$ cat config.mk
export PLATFORM = sky130hd
export DESIGN_NAME = hwpe_sel_ctrl
export DESIGN_NICKNAME = d
export VERILOG_FILES = /design/src/rtl/hwpe_sel_ctrl.sv
export SDC_FILE = /design/constraint.sdc
export NUM_CORES = 1
export LEC_CHECK = 0
export ABC_CLOCK_PERIOD_IN_PS = 3700
export CAP_MARGIN = 10
export CELL_PAD_IN_SITES_DETAIL_PLACEMENT = 1
export CELL_PAD_IN_SITES_GLOBAL_PLACEMENT = 2
export CORE_MARGIN = 8
export CORE_UTILIZATION = 25
export DETAILED_ROUTE_END_ITERATION = 6
export GPL_ROUTABILITY_DRIVEN = 0
export GPL_TIMING_DRIVEN = 0
export PLACE_DENSITY_LB_ADDON = 0.1
export REMOVE_ABC_BUFFERS = 1
export SYNTH_ARGS = -nofsm -noshare
export SYNTH_HDL_FRONTEND = slang
export SYNTH_SLANG_ARGS = --single-unit
$ cat constraint.sdc
create_clock -name clk -period 3.7 [get_ports clk]
set_input_delay 0.74 -clock clk [delete_from_list [all_inputs] [get_ports clk]]
set_output_delay 0.74 -clock clk [all_outputs]
set_load 0.005 [all_outputs]
$ cat src/rtl/hwpe_sel_ctrl.sv
`default_nettype none
// ============================================================================
// Module   : hwpe_sel_ctrl
// Brief    : Drives hwpe_en/hwpe_sel of the cluster HWPE subsystem and
//            sequences drain + clock-gap before every switch. Optional drain
//            timeout under macro HWPE_SEL_DRAIN_TIMEOUT_EN.
// Revision : 1.0 - initial release
// ============================================================================
module hwpe_sel_ctrl #(
    parameter int  MAX_NUM_HWPES  = 4,
    parameter int  ID_WIDTH       = 8,
    parameter int  GATE_CYCLES    = 2,
    parameter int  OUTST_W        = 4,
    parameter int  TIMEOUT_CYCLES = 1024,
    localparam int SEL_W          = (MAX_NUM_HWPES > 1) ? $clog2(MAX_NUM_HWPES) : 1
) (
    input  logic                clk,
    input  logic                rst_n,

    input  logic                reg_req_i,
    output logic                reg_gnt_o,
    input  logic                reg_wen_i,
    input  logic [3:0]          reg_add_i,
    input  logic [31:0]         reg_wdata_i,
    input  logic [ID_WIDTH-1:0] reg_id_i,
    output logic                reg_r_valid_o,
    output logic [31:0]         reg_r_rdata_o,
    output logic [ID_WIDTH-1:0] reg_r_id_o,

    input  logic                busy_i,
    input  logic                cfg_req_i,
    input  logic                cfg_gnt_i,
    input  logic                cfg_r_valid_i,
    output logic                cfg_block_o,

    output logic                hwpe_en_o,
    output logic [SEL_W-1:0]    hwpe_sel_o,
    output logic                switch_done_o
);

    localparam logic [1:0] c_ADDR_CTRL   = 2'd0;
    localparam logic [1:0] c_ADDR_SEL    = 2'd1;
    localparam logic [1:0] c_ADDR_STATUS = 2'd2;

    localparam int                c_GATE_W    = $clog2(GATE_CYCLES + 1);
    localparam logic [c_GATE_W-1:0] c_GATE_LAST = c_GATE_W'(GATE_CYCLES - 1);
    localparam logic [OUTST_W-1:0]  c_OUTST_MAX = '1;

    typedef enum logic [1:0] {
        ST_IDLE  = 2'd0,
        ST_RUN   = 2'd1,
        ST_DRAIN = 2'd2,
        ST_GATE  = 2'd3
    } state_t;

    state_t                r_state;
    state_t                w_state_nxt;
    logic                  r_pend_en;
    logic [SEL_W-1:0]      r_pend_sel;
    logic                  w_pend_en_nxt;
    logic [SEL_W-1:0]      w_pend_sel_nxt;
    logic [SEL_W-1:0]      w_sel_nxt;
    logic [OUTST_W-1:0]    r_outst;
    logic [OUTST_W-1:0]    w_outst_nxt;
    logic [c_GATE_W-1:0]   r_gate_cnt;
    logic [7:0]            r_switch_cnt;

    logic                  w_wr;
    logic                  w_rd;
    logic                  w_wr_ctrl;
    logic                  w_wr_sel;
    logic                  w_wr_status;
    logic                  w_drained;
    logic                  w_gate_last;
    logic                  w_drain_to;
    logic                  w_timeout_flag;
    logic                  w_in_switch;
    logic                  w_cfg_inc;
    logic                  w_cfg_dec;
    logic [31:0]           w_rdata;
    logic                  w_unused_bits;

    assign reg_gnt_o   = reg_req_i;
    assign w_wr        = reg_req_i & ~reg_wen_i;
    assign w_rd        = reg_req_i &  reg_wen_i;
    assign w_wr_ctrl   = w_wr && (reg_add_i[3:2] == c_ADDR_CTRL);
    assign w_wr_sel    = w_wr && (reg_add_i[3:2] == c_ADDR_SEL);
    assign w_wr_status = w_wr && (reg_add_i[3:2] == c_ADDR_STATUS);

    assign w_pend_en_nxt  = w_wr_ctrl ? reg_wdata_i[0] : r_pend_en;
    assign w_pend_sel_nxt = w_wr_sel  ? reg_wdata_i[SEL_W-1:0] : r_pend_sel;

    assign w_drained   = !busy_i && (r_outst == '0);
    assign w_gate_last = (r_state == ST_GATE) && (r_gate_cnt == c_GATE_LAST);
    assign w_in_switch = (r_state == ST_DRAIN) || (r_state == ST_GATE);

    assign w_unused_bits = ^{reg_wdata_i, reg_add_i};

`ifdef HWPE_SEL_DRAIN_TIMEOUT_EN
    localparam int                c_TO_W    = $clog2(TIMEOUT_CYCLES + 1);
    localparam logic [c_TO_W-1:0] c_TO_LAST = c_TO_W'(TIMEOUT_CYCLES - 1);

    logic [c_TO_W-1:0] r_drain_cnt;
    logic              r_timeout;

    assign w_drain_to     = (r_state == ST_DRAIN) && (r_drain_cnt == c_TO_LAST);
    assign w_timeout_flag = r_timeout;

    // Counter sits at zero outside DRAIN, so it restarts on every DRAIN entry.
    always_ff @(posedge clk) begin
        if (!rst_n) begin
            r_drain_cnt <= '0;
            r_timeout   <= 1'b0;
        end else begin
            if (r_state != ST_DRAIN) begin
                r_drain_cnt <= '0;
            end else if (!w_drain_to) begin
                r_drain_cnt <= r_drain_cnt + c_TO_W'(1);
            end
            if (w_drain_to && !w_drained) begin
                r_timeout <= 1'b1;
            end else if (w_wr_status && reg_wdata_i[2]) begin
                r_timeout <= 1'b0;
            end
        end
    end
`else
    logic w_unused_timeout;
    assign w_unused_timeout = (TIMEOUT_CYCLES > 0);
    assign w_drain_to       = 1'b0;
    assign w_timeout_flag   = 1'b0;
`endif

    always_comb begin
        w_state_nxt = r_state;
        w_sel_nxt   = hwpe_sel_o;
        case (r_state)
            ST_IDLE: begin
                if (w_wr_sel) begin
                    w_sel_nxt = reg_wdata_i[SEL_W-1:0];
                end
                if (w_wr_ctrl && reg_wdata_i[0]) begin
                    w_state_nxt = ST_RUN;
                end
            end
            ST_RUN: begin
                if ((w_wr_ctrl || w_wr_sel) &&
                    (!w_pend_en_nxt || (w_pend_sel_nxt != hwpe_sel_o))) begin
                    w_state_nxt = ST_DRAIN;
                end
            end
            ST_DRAIN: begin
                if (w_drained || w_drain_to) begin
                    w_state_nxt = ST_GATE;
                end
            end
            ST_GATE: begin
                // Same-cycle writes are folded in so the last write always wins.
                if (w_gate_last) begin
                    w_sel_nxt   = w_pend_sel_nxt;
                    w_state_nxt = w_pend_en_nxt ? ST_RUN : ST_IDLE;
                end
            end
            default: begin
                w_state_nxt = ST_IDLE;
            end
        endcase
    end

    assign w_cfg_inc = cfg_req_i & cfg_gnt_i;
    assign w_cfg_dec = cfg_r_valid_i;

    always_comb begin
        w_outst_nxt = r_outst;
        if (w_cfg_inc && !w_cfg_dec && (r_outst != c_OUTST_MAX)) begin
            w_outst_nxt = r_outst + OUTST_W'(1);
        end else if (!w_cfg_inc && w_cfg_dec && (r_outst != '0)) begin
            w_outst_nxt = r_outst - OUTST_W'(1);
        end
    end

    always_comb begin
        w_rdata = 32'h0;
        case (reg_add_i[3:2])
            c_ADDR_CTRL:   w_rdata = {31'h0, r_pend_en};
            c_ADDR_SEL:    w_rdata = {{(32-SEL_W){1'b0}}, r_pend_sel};
            c_ADDR_STATUS: w_rdata = {16'h0, r_switch_cnt, 5'h0,
                                      w_timeout_flag, busy_i, w_in_switch};
            default:       w_rdata = 32'h0;
        endcase
    end

    always_ff @(posedge clk) begin
        if (!rst_n) begin
            r_state <= ST_IDLE;
        end else begin
            r_state <= w_state_nxt;
        end
    end

    always_ff @(posedge clk) begin
        if (!rst_n) begin
            r_pend_en     <= 1'b0;
            r_pend_sel    <= '0;
            r_outst       <= '0;
            r_gate_cnt    <= '0;
            r_switch_cnt  <= 8'h0;
            hwpe_en_o     <= 1'b0;
            hwpe_sel_o    <= '0;
            cfg_block_o   <= 1'b0;
            switch_done_o <= 1'b0;
            reg_r_valid_o <= 1'b0;
            reg_r_rdata_o <= 32'h0;
            reg_r_id_o    <= '0;
        end else begin
            r_pend_en  <= w_pend_en_nxt;
            r_pend_sel <= w_pend_sel_nxt;
            r_outst    <= w_outst_nxt;
            if ((r_state == ST_GATE) && !w_gate_last) begin
                r_gate_cnt <= r_gate_cnt + c_GATE_W'(1);
            end else begin
                r_gate_cnt <= '0;
            end
            if (w_gate_last) begin
                r_switch_cnt <= r_switch_cnt + 8'd1;
            end
            // Outputs are registered from the next state to land on the same cycle.
            hwpe_en_o     <= (w_state_nxt == ST_RUN) || (w_state_nxt == ST_DRAIN);
            hwpe_sel_o    <= w_sel_nxt;
            cfg_block_o   <= (w_state_nxt == ST_DRAIN) || (w_state_nxt == ST_GATE) ||
                             (w_outst_nxt == c_OUTST_MAX);
            switch_done_o <= w_gate_last;
            reg_r_valid_o <= reg_req_i;
            reg_r_rdata_o <= w_rd ? w_rdata : 32'h0;
            reg_r_id_o    <= reg_req_i ? reg_id_i : reg_r_id_o;
        end
    end

endmodule
`default_nettype wire

After elaboration in Yosys (flattened, before gate mapping)
Cells that the tools add are included.
{"block": "op_classes", "n_shift": 0, "addsub": 4, "reduce_logical": 30, "eq_ne": 14, "order_cmp": 0, "bitwise": 4, "n_mul": 0, "div": 0, "n_mux": 14}
{"cell": "one-hot mux 16 bit (3 select lines)", "n": 1}
{"cell": "2-to-1 mux 2 bit", "n": 7}
{"cell": "logical AND 1 bit", "n": 11}
{"cell": "equality test 2 bit, second input constant", "n": 5}
{"cell": "adder 8 x 1 -> 8 bit, second input constant", "n": 1}
{"cell": "equality test 2 x 1 -> 1 bit, second input constant", "n": 4}
{"cell": "2-to-1 mux 4 bit", "n": 2}
{"cell": "one-hot mux 2 bit (4 select lines)", "n": 1}
{"cell": "logical OR 1 bit", "n": 6}
{"cell": "logical NOT 1 bit", "n": 5}
{"cell": "adder 4 x 1 -> 4 bit, second input constant", "n": 1}
{"cell": "equality test 4 bit, second input constant", "n": 1}
{"cell": "logical NOT 2 bit", "n": 2}
{"cell": "logical NOT 4 bit", "n": 1}
{"cell": "inequality test 2 bit, second input constant", "n": 2}
{"cell": "inequality test 4 bit, second input constant", "n": 1}
{"cell": "one-hot mux 2 bit (2 select lines)", "n": 1}
{"cell": "AND reduction 2 bit", "n": 2}
{"cell": "nonzero test 4 bit", "n": 1}
{"cell": "subtractor 4 x 1 -> 4 bit, second input constant", "n": 1}
{"cell": "bitwise AND 1 bit", "n": 3}
{"cell": "AND reduction 3 bit", "n": 1}
{"cell": "adder 2 x 1 -> 2 bit, second input constant", "n": 1}
{"cell": "2-to-1 mux 1 bit", "n": 2}
{"cell": "3 further kinds", "n": 3}
{"block": "word_totals", "latchBits": 0, "ram_bits": 0, "register_bits": 65, "rom_bits": 0, "memories": 0, "output_inout_bits": 47, "word_cells": 79}

Longest topological paths before layout
Gate-level depths: netlist of run 1.
{"block": "depth", "ltp_word": 12, "mapped_depth": 8, "depth_no_buf": 7}

Least setup slack after synthesis of run 1
No wires, ideal clock.
{"block": "synth_timing", "path_kind": "input -> register", "start": "input reg_wen_i", "end": "register r_state[0]", "slack_ps": 1791, "path_stages": 4, "required_time_ps": 3578, "arrival_ps": 1787, "cell_sequence": "nor4b_4 > mux2i_1 > a31oi_1 > o311a_1"}
{"block": "synth_via", "elab_chain_len": 9}
{"element": "start, declared", "line_no": "22", "text": "input logic reg_wen_i,"}
{"element": "NOT 1 bit *", "line_no": "84", "text": "assign w_wr = reg_req_i & ~reg_wen_i;"}
{"element": "bitwise AND 1 bit *", "line_no": "84"}
{"element": "logical AND 1 bit, on equally long branches", "line_no": "87, 86"}
{"element": "2-to-1 mux 2 bit / 2-to-1 mux 1 bit (equally long branches)", "line_no": "91, 90"}
{"element": "inequality test 2 bit / logical NOT 1 bit (equally long branches)", "line_no": "148", "text": "(!w_pend_en_nxt || (w_pend_sel_nxt != hwpe_sel_o))) begin"}
{"element": "logical OR 1 bit", "line_no": "148"}
{"element": "logical AND 1 bit", "line_no": "147", "text": "if ((w_wr_ctrl || w_wr_sel) &&"}
{"element": "2-to-1 mux 2 bit", "line_no": "147"}
{"element": "one-hot mux 2 bit (4 select lines) *", "line_no": "137", "text": "case (r_state)"}
{"element": "end signal, assigned", "line_no": "197", "text": "r_state <= w_state_nxt;"}
{"element": "end, declared", "line_no": "56", "text": "state_t r_state;"}
Every way passes the cells marked *; elsewhere a longest branch is shown, timed or not.
A chain may end at the register's enable or synchronous reset.

Final worst setup path of run 1
{"block": "layout_timing", "start": "input reg_req_i", "end": "output reg_gnt_o"}
{"element": "start, declared", "line_no": "20", "text": "input logic reg_req_i,"}
{"element": "end, declared", "line_no": "21", "text": "output logic reg_gnt_o,"}
No word-level cell between the ends.

==> results by group, run 1 <==
Worst hold path
  – Hold path endpoint: r_gate_cnt[0]
  – Worst hold start: r_gate_cnt[0]
  – Hold WC Path Type: reg -> reg
  – WHS Path Cells: 1

Clock tree
  – Clock sinks: 43
  – Root Buffer: clkbuf_8
  – # resized after CTS: 0
  – Clk slew on worst S/H paths: 90 ps
  – Clock Tree Buf Depth: 2
  – TritonCTS clock tree: yes
  – H-tree levels: 2
  – Clk Latency, worst-skew pair: 300 ps
  – Postcts setup bufs: 0
  – Total CTS buffers: 5
  – # hold bufs at CTS: 0

Die
  – Initial Util: 0.253
  – DIE HEIGHT: 106 um
  – Row cnt: 33
  – Die Width: 106 um
  – Die area: 0.0113 mm^2
  – Core area: 0.00809 mm^2
  – I/O Pins: 99

Power and ir drop
  – Psw: 0.000281 W
  – Power density over the cells: 386 mW/mm^2
  – Pint: 0.000714 W
  – Switching portion of total power: 0.282
  – Seq pwr share: 0.514
  – Clock power frac: 0.299
  – Final Total Pwr: 0.000995 W
  – Leak pwr: 1.03 nW
  – VDD IR-drop max: 0.154 mV
  – Comb pwr share: 0.186

Global route
  – Vias in the first global route: 1,596
  – GRT Util Overall: 0.0875
  – Largest net degree at the start of global routing: 33
  – First-pass GRT wire length: 8020 um
  – GRT Residual Overflow: 0
  – Initial antenna violation count: 0

Synthesis
  – Synthesized cell area: 0.00205 mm^2
  – Ys Warns: 0
  – Cells after Synth: 213
  – Yosys reg bits: 43
  – Post-synth top area share: 0.421
  – Seq/Total Area, Yosys: 0.421
  – Synth cell types: 42
  – Synth top area cells: dfxtp_1, buf_4, mux2i_1, and2_1, xnor2_1
  – Top_reg_cell synth: dfxtp_1
  – Post-synth EDFFs: 0
  – Asr flop ratio synth: 0
  – Syn Area/Cell: 9.61 um^2
  – Synth area leader: dfxtp_1

Drt
  – Initial drt markers: 64
  – # DRC: 0
  – Remaining antenna violation count: 0
  – DR vias: 1,526
  – Total wire length: 4850 um
  – Detailed-route vias per instance: 4.23
  – DR WL/cell: 13.4 um
  – DR pass1 iterations: 2

Setup path
  – Delay-heaviest family, CP: buffers and inverters
  – Crit Path Max Fanout: 14
  – WS Path Type: in -> out
  – R2R Path End: cfg_block_o
  – CP bufs+invs: 2
  – R2r setup slk: 1710 ps
  – FF-to-FF Start: r_outst[0]
  – Worst setup SP type: input port
  – Most common cell on crit path: clkdlybuf4s50_1
  – Worst EP arrival: 2290 ps
  – CP Cell Sequence: clkdlybuf4s50_1, clkdlybuf4s50_1
  – CP max-delay cell: clkdlybuf4s50_1
  – Critical path endpoint category: output pin
  – CP peak stage delay: 910 ps
  – R2r worst-path depth: 5
  – Critical Path RT: 2960 ps

Finish
  – Share of cells above drive strength 1: 0.0391
  – Post-layout util: 0.318
  – ANT cells: 0
  – Area Growth Syn to Fin: 25.8%
  – Nets: 312
  – Cell Count, Final, Fillers Out: 361

Timing
  – Final TNS setup: 0 ps
  – Final setup vio count: 0
  – Slew Limit Headroom: 0.248
  – Minimum clock period: 3030 ps
  – Max-slew violation count: 0
  – RSZ-0062 raised after global routing: no
  – Slew @ Worst Pin: 1130 ps
  – Fin. Hold Viols: 0
  – Skew final: 13.2 ps
  – Maximum clock frequency: 330 MHz
  – Final period utilization: 0.820

Placed design
  – Dpl hpwl: 3650 um
  – IO Port Bufs: 44
  – Placed cells: 353

Job
  – Total of max-cap violations: 0

Status
  – Status: completed
-- cells by family after synthesis --
group	after synthesis	share of synthesized area
adder cells (fa/ha/maj)	5	0.0306
multiplexers	15	0.0733
AO/OA/AOI/OAI	23	0.0886
XOR/XNOR	12	0.0513
buffers and inverters	34	0.109
AND/OR/NAND/NOR	80	0.225
flip-flops	43	0.421
other	1	0.00183
-- placed cells by master (no fill, tap or decap), types with 5 or more instances in the layout --
master           netlist  routed
clkdlybuf4s50_1        0      44
and2_1                18      18
nor2_1                 8       8
conb_1                 1      22
xnor2_1               11      11
ha_1                   5       5
and3_1                 5       5
clkbuf_8               0       5
dfxtp_1               43      43
nand3_1                5       5
nor2b_1               10      10
nand2_1               18      18
mux2i_1               15      15
-- state kept, by name, summed over array words and instances, names as in the netlist --
signal         cells
cfg_block_o        1
hwpe_en_o          1
hwpe_sel_o         2
r_gate_cnt         2
r_outst            4
r_pend_en          1
r_pend_sel         2
r_state            2
r_switch_cnt       8
reg_r_id_o         8
reg_r_rdata_o     10
reg_r_valid_o      1
switch_done_o      1
-- final cells by class --
cell class                      count  area [um^2]
Inverter                            4         15.0
Multi-Input combinational cell    157         1040
Tap cell                          105          131
Fill cell                         960         5520
Sequential cell                    43          861
Clock buffer                        6         72.6
Clock inverter                      2         12.5
Timing Repair Buffer               44          440
-- synth_stat cells (5+ instances only) --
master,n
nor2b_1,10
clkbuf_1,5
nand3_1,5
dfxtp_1,43
and2_1,18
nor2_1,8
and3_1,5
mux2i_1,15
ha_1,5
nand2_1,18
buf_4,23
xnor2_1,11
-- worst max path at each step --
stage	endpoint	start	cells after the start
2_1_floorplan	r_state[0]	reg_wen_i	4
3_3_place_gp	reg_r_rdata_o[11]	rst_n	5
3_5_place_dp	reg_r_rdata_o[13]	rst_n	5
4_1_cts	reg_r_rdata_o[13]	rst_n	5
5_1_grt	reg_r_rdata_o[10]	rst_n	5
6_report	reg_gnt_o	reg_req_i	2
-- power by group through the flow --
stage / logic (W) / registers, W / clock network (W)
3_3_place_gp: 0.000185 / 0.000523 / 0
4_1_cts: 0.000189 / 0.000512 / 0.000313
3_5_place_dp: 0.000188 / 0.000523 / 0
2_1_floorplan: 0.000113 / 0.000516 / 0
6_report: 0.000185 / 0.000512 / 0.000298
5_1_grt: 0.000208 / 0.000517 / 0.000333
-- layer usage --
layer / GRT usage / wire length (um)
met3: 0.0272 / 233
met1: 0.0973 / 2070
met2: 0.154 / 2500
met5: 0 / 0
met4: 0.0302 / 45
-- through the flow --
step / worst slack [ps] / area [um^2] / hold slack, ps
after floorplan: 1790 / 1920 / 406
after global placement: 304 / 2490 / 420
after detailed placement: 319 / 2490 / 433
after CTS: 620 / 2570 / 446
after global routing: 471 / 2570 / 485
final: 667 / 2570 / 438
Note: power is estimated with default switching activity, not from simulation.
==> run 2: changes to the inputs <==
--- a/config.mk
+++ b/config.mk
@@ -5,12 +5,12 @@
 export SDC_FILE = /design/constraint.sdc
 export NUM_CORES = 1
 export LEC_CHECK = 0
-export ABC_CLOCK_PERIOD_IN_PS = 3700
+export ABC_CLOCK_PERIOD_IN_PS = 2870
 export CAP_MARGIN = 10
 export CELL_PAD_IN_SITES_DETAIL_PLACEMENT = 1
 export CELL_PAD_IN_SITES_GLOBAL_PLACEMENT = 2
 export CORE_MARGIN = 8
-export CORE_UTILIZATION = 25
+export CORE_UTILIZATION = 23
 export DETAILED_ROUTE_END_ITERATION = 6
 export GPL_ROUTABILITY_DRIVEN = 0
 export GPL_TIMING_DRIVEN = 0
==> constraint.sdc (replaced) <==
create_clock -name clk -period 2.87 [get_ports clk]
set_input_delay 0.574 -clock clk [delete_from_list [all_inputs] [get_ports clk]]
set_output_delay 0.574 -clock clk [all_outputs]
set_load 0.005 [all_outputs]
==> run 2 against run 1 <==
Wire length rose by 4.8%. Clock power rose by 63%. Clock skew fell by 7.3 ps. Power rose by 39%. Sequential cell count did not move. Register-to-register slack got worse by 860 ps. Combinational power rose by 28%. Critical path depth rose by 3.
==> results by group, run 2 (synthesis results as in run 1) <==
Die
  – DIE HEIGHT: 110 um (+3.6%)
  – Die area: 0.0122 mm^2 (+7.4%)
  – Row cnt: 34 (+3.0%)
  – Core area: 0.00868 mm^2 (+7.2%)
  – I/O Pins: 99 (unchanged)
  – Initial Util: 0.236 (-0.0171)
  – Die Width: 110 um (+3.6%)

Finish
  – Post-layout util: 0.301 (-0.0176)
  – Largest register FFs: 10 (unchanged)
  – Nets: 312 (unchanged)
  – Cell Count, Final, Fillers Out: 364 (+0.83%)
  – Share of cells above drive strength 1: 0.0430 (+0.00391)
  – Area Growth Syn to Fin: 27.4%
  – Top reg by flops: reg_r_rdata_o
  – Commonest non-fill, non-tap cell in the layout: dfxtp_1
  – Post-Layout Inst Area: 0.00261 mm^2 (+1.3%)
  – Most frequent cells in the layout: dfxtp_1, clkdlybuf4s50_1, conb_1, nand2_1, and2_1
  – Largest regs: reg_r_rdata_o (10), r_switch_cnt (8), reg_r_id_o (8)
  – ANT cells: 0 (unchanged)

Drt
  – DR pass1 iterations: 3 (+1)
  – Remaining antenna violation count: 0 (unchanged)
  – DR vias: 1,501 (-1.6%)
  – DR WL/cell: 14.0 um (+3.9%)
  – # DRC: 0 (unchanged)
  – Total wire length: 5080 um (+4.8%)
  – Initial drt markers: 30 (-53%)
  – Detailed-route vias per instance: 4.12 (-2.4%)

Job
  – Total of max-cap violations: 0 (unchanged)

Setup path
  – Most common cell on crit path: and2_1
  – R2r worst-path depth: 5 (unchanged)
  – Critical Path RT: 3110 ps (+150 ps)
  – Crit Path Max Fanout: 32 (+18)
  – CP bufs+invs: 1 (-1)
  – FF-to-FF Start: r_outst[0]
  – CP max-delay cell: clkdlybuf4s15_1
  – Worst EP arrival: 2720 ps (+430 ps)
  – CP Cell Sequence: clkdlybuf4s15_1, and2_1, nand2_1, nor3b_1, and2_1
  – Critical path endpoint category: flop
  – R2r setup slk: 850 ps (-860 ps)
  – WS Path Type: in -> reg
  – Worst setup SP type: input port
  – CP peak stage delay: 850 ps (-60 ps)
  – R2R Path End: cfg_block_o
  – Delay-heaviest family, CP: simple AND/OR/NAND/NOR gates

Timing
  – RSZ-0062 raised after global routing: no
  – Max-slew violation count: 0 (unchanged)
  – Fin. Hold Viols: 0 (unchanged)
  – Slew Limit Headroom: 0.316 (+0.0686)
  – Final setup vio count: 0 (unchanged)
  – Skew final: 5.95 ps (-7.26 ps)
  – Maximum clock frequency: 403 MHz
  – Slew @ Worst Pin: 1030 ps (-99.4 ps)
  – Minimum clock period: 2480 ps
  – Final period utilization: 0.864

Worst hold path
  – Hold WC Path Type: reg -> reg
  – Worst hold start: r_gate_cnt[0]
  – Hold path endpoint: r_gate_cnt[0]
  – WHS Path Cells: 1 (unchanged)

Status
  – Status: completed

Clock tree
  – TritonCTS clock tree: yes
  – Total CTS buffers: 5 (unchanged)
  – Clock Tree Buf Depth: 2 (unchanged)
  – H-tree levels: 2 (unchanged)
  – Clock sinks: 43 (unchanged)
  – # hold bufs at CTS: 0 (unchanged)
  – Clk slew on worst S/H paths: 90 ps (about the same)
  – Clk Latency, worst-skew pair: 300 ps (about the same)
  – Root Buffer: clkbuf_8

Placed design
  – Area after DPL: 0.00249 mm^2 (+0.15%)
  – Placed cells: 356 (+0.85%)
  – Dpl hpwl: 3840 um (+5.3%)
  – IO Port Bufs: 44 (unchanged)

Global route
  – First-pass GRT wire length: 8350 um (+4.1%)
  – Vias in the first global route: 1,626 (+1.9%)
  – GRT Util Overall: 0.0881 (+0.000545)
  – GRT Residual Overflow: 0 (unchanged)
  – Initial antenna violation count: 0 (unchanged)
  – Largest net degree at the start of global routing: 33 (unchanged)

Power and ir drop
  – Leak pwr: 1.06 nW (+2.6%)
  – Power density over the cells: 530 mW/mm^2 (+37%)
  – VDD IR-drop max: 0.217 mV (+41%)
==> run 2: cell types whose count changed in the layout (fill, tap and decap cells not counted), sizes merged <==
cell,previous run,this run
bufinv,0,1
clkbuf,6,5
clkdlybuf4s15,0,1
clkdlybuf4s50,44,42
clkinv,1,2
clkinvlp,1,0
dlymetal6s2s,0,1
==> run 2: per-stage QoR <==
step	setup TNS [ps]	hold slack, ps	setup WS [ps]	total power, W
after floorplan	0	406	1130	0.000812
after global placement	-4270	426	-518	0.000915
after global routing	0	454	16.0	0.00146
final	0	432	391	0.00138
after detailed placement	-3300	428	-387	0.000916
after CTS	0	441	107	0.00141
==> run 2: worst max-delay path by stage <==
stage	cells past startpoint	to	startpoint
detailed placement	5	reg_r_rdata_o[12]	rst_n
finish	5	reg_r_rdata_o[12]	rst_n
floorplan	4	r_state[0]	reg_wen_i
global route	5	reg_r_rdata_o[9]	rst_n
global placement	5	reg_r_rdata_o[12]	rst_n
CTS	6	cfg_block_o	reg_req_i
==> run 2: per-layer routing <==
layer	vias to the layer above	global-route usage	part of all wire
li1	759	-	-
met5	-	0	0
met4	0	0.0371	0.016
met3	5	0.0221	0.046
met1	699	0.0984	0.42
met2	38	0.155	0.51
==> run 2: cell type report <==
cell class	instances	area [um^2]
clock buffers	5	68.8
clock inverters	3	43.8
well taps	108	135
repair buffers	44	443
flip-flops and latches	43	861
multi-input cells	157	1040
inverters	4	15.0
fillers	1008	6070
==> run 2: repair_timing <==
item	in CTS	in global routing
resized for setup	1	2
endpoints found under the hold margin	0	0
buffers inserted	0	0
setup endpoints to repair	8	8
==> run 2: power breakdown <==
| group | internal, W | leakage (nW) | total [W] | switching [W] |
|---|---|---|---|---|
| Clock | 0.000259 | 0.0581 | 0.000485 | 0.000225 |
| Combinational | 0.000124 | 0.652 | 0.000237 | 0.000113 |
| Sequential | 0.000625 | 0.349 | 0.000660 | 0.0000348 |
| Total | 0.00101 | 1.06 | 0.00138 | 0.000373 |
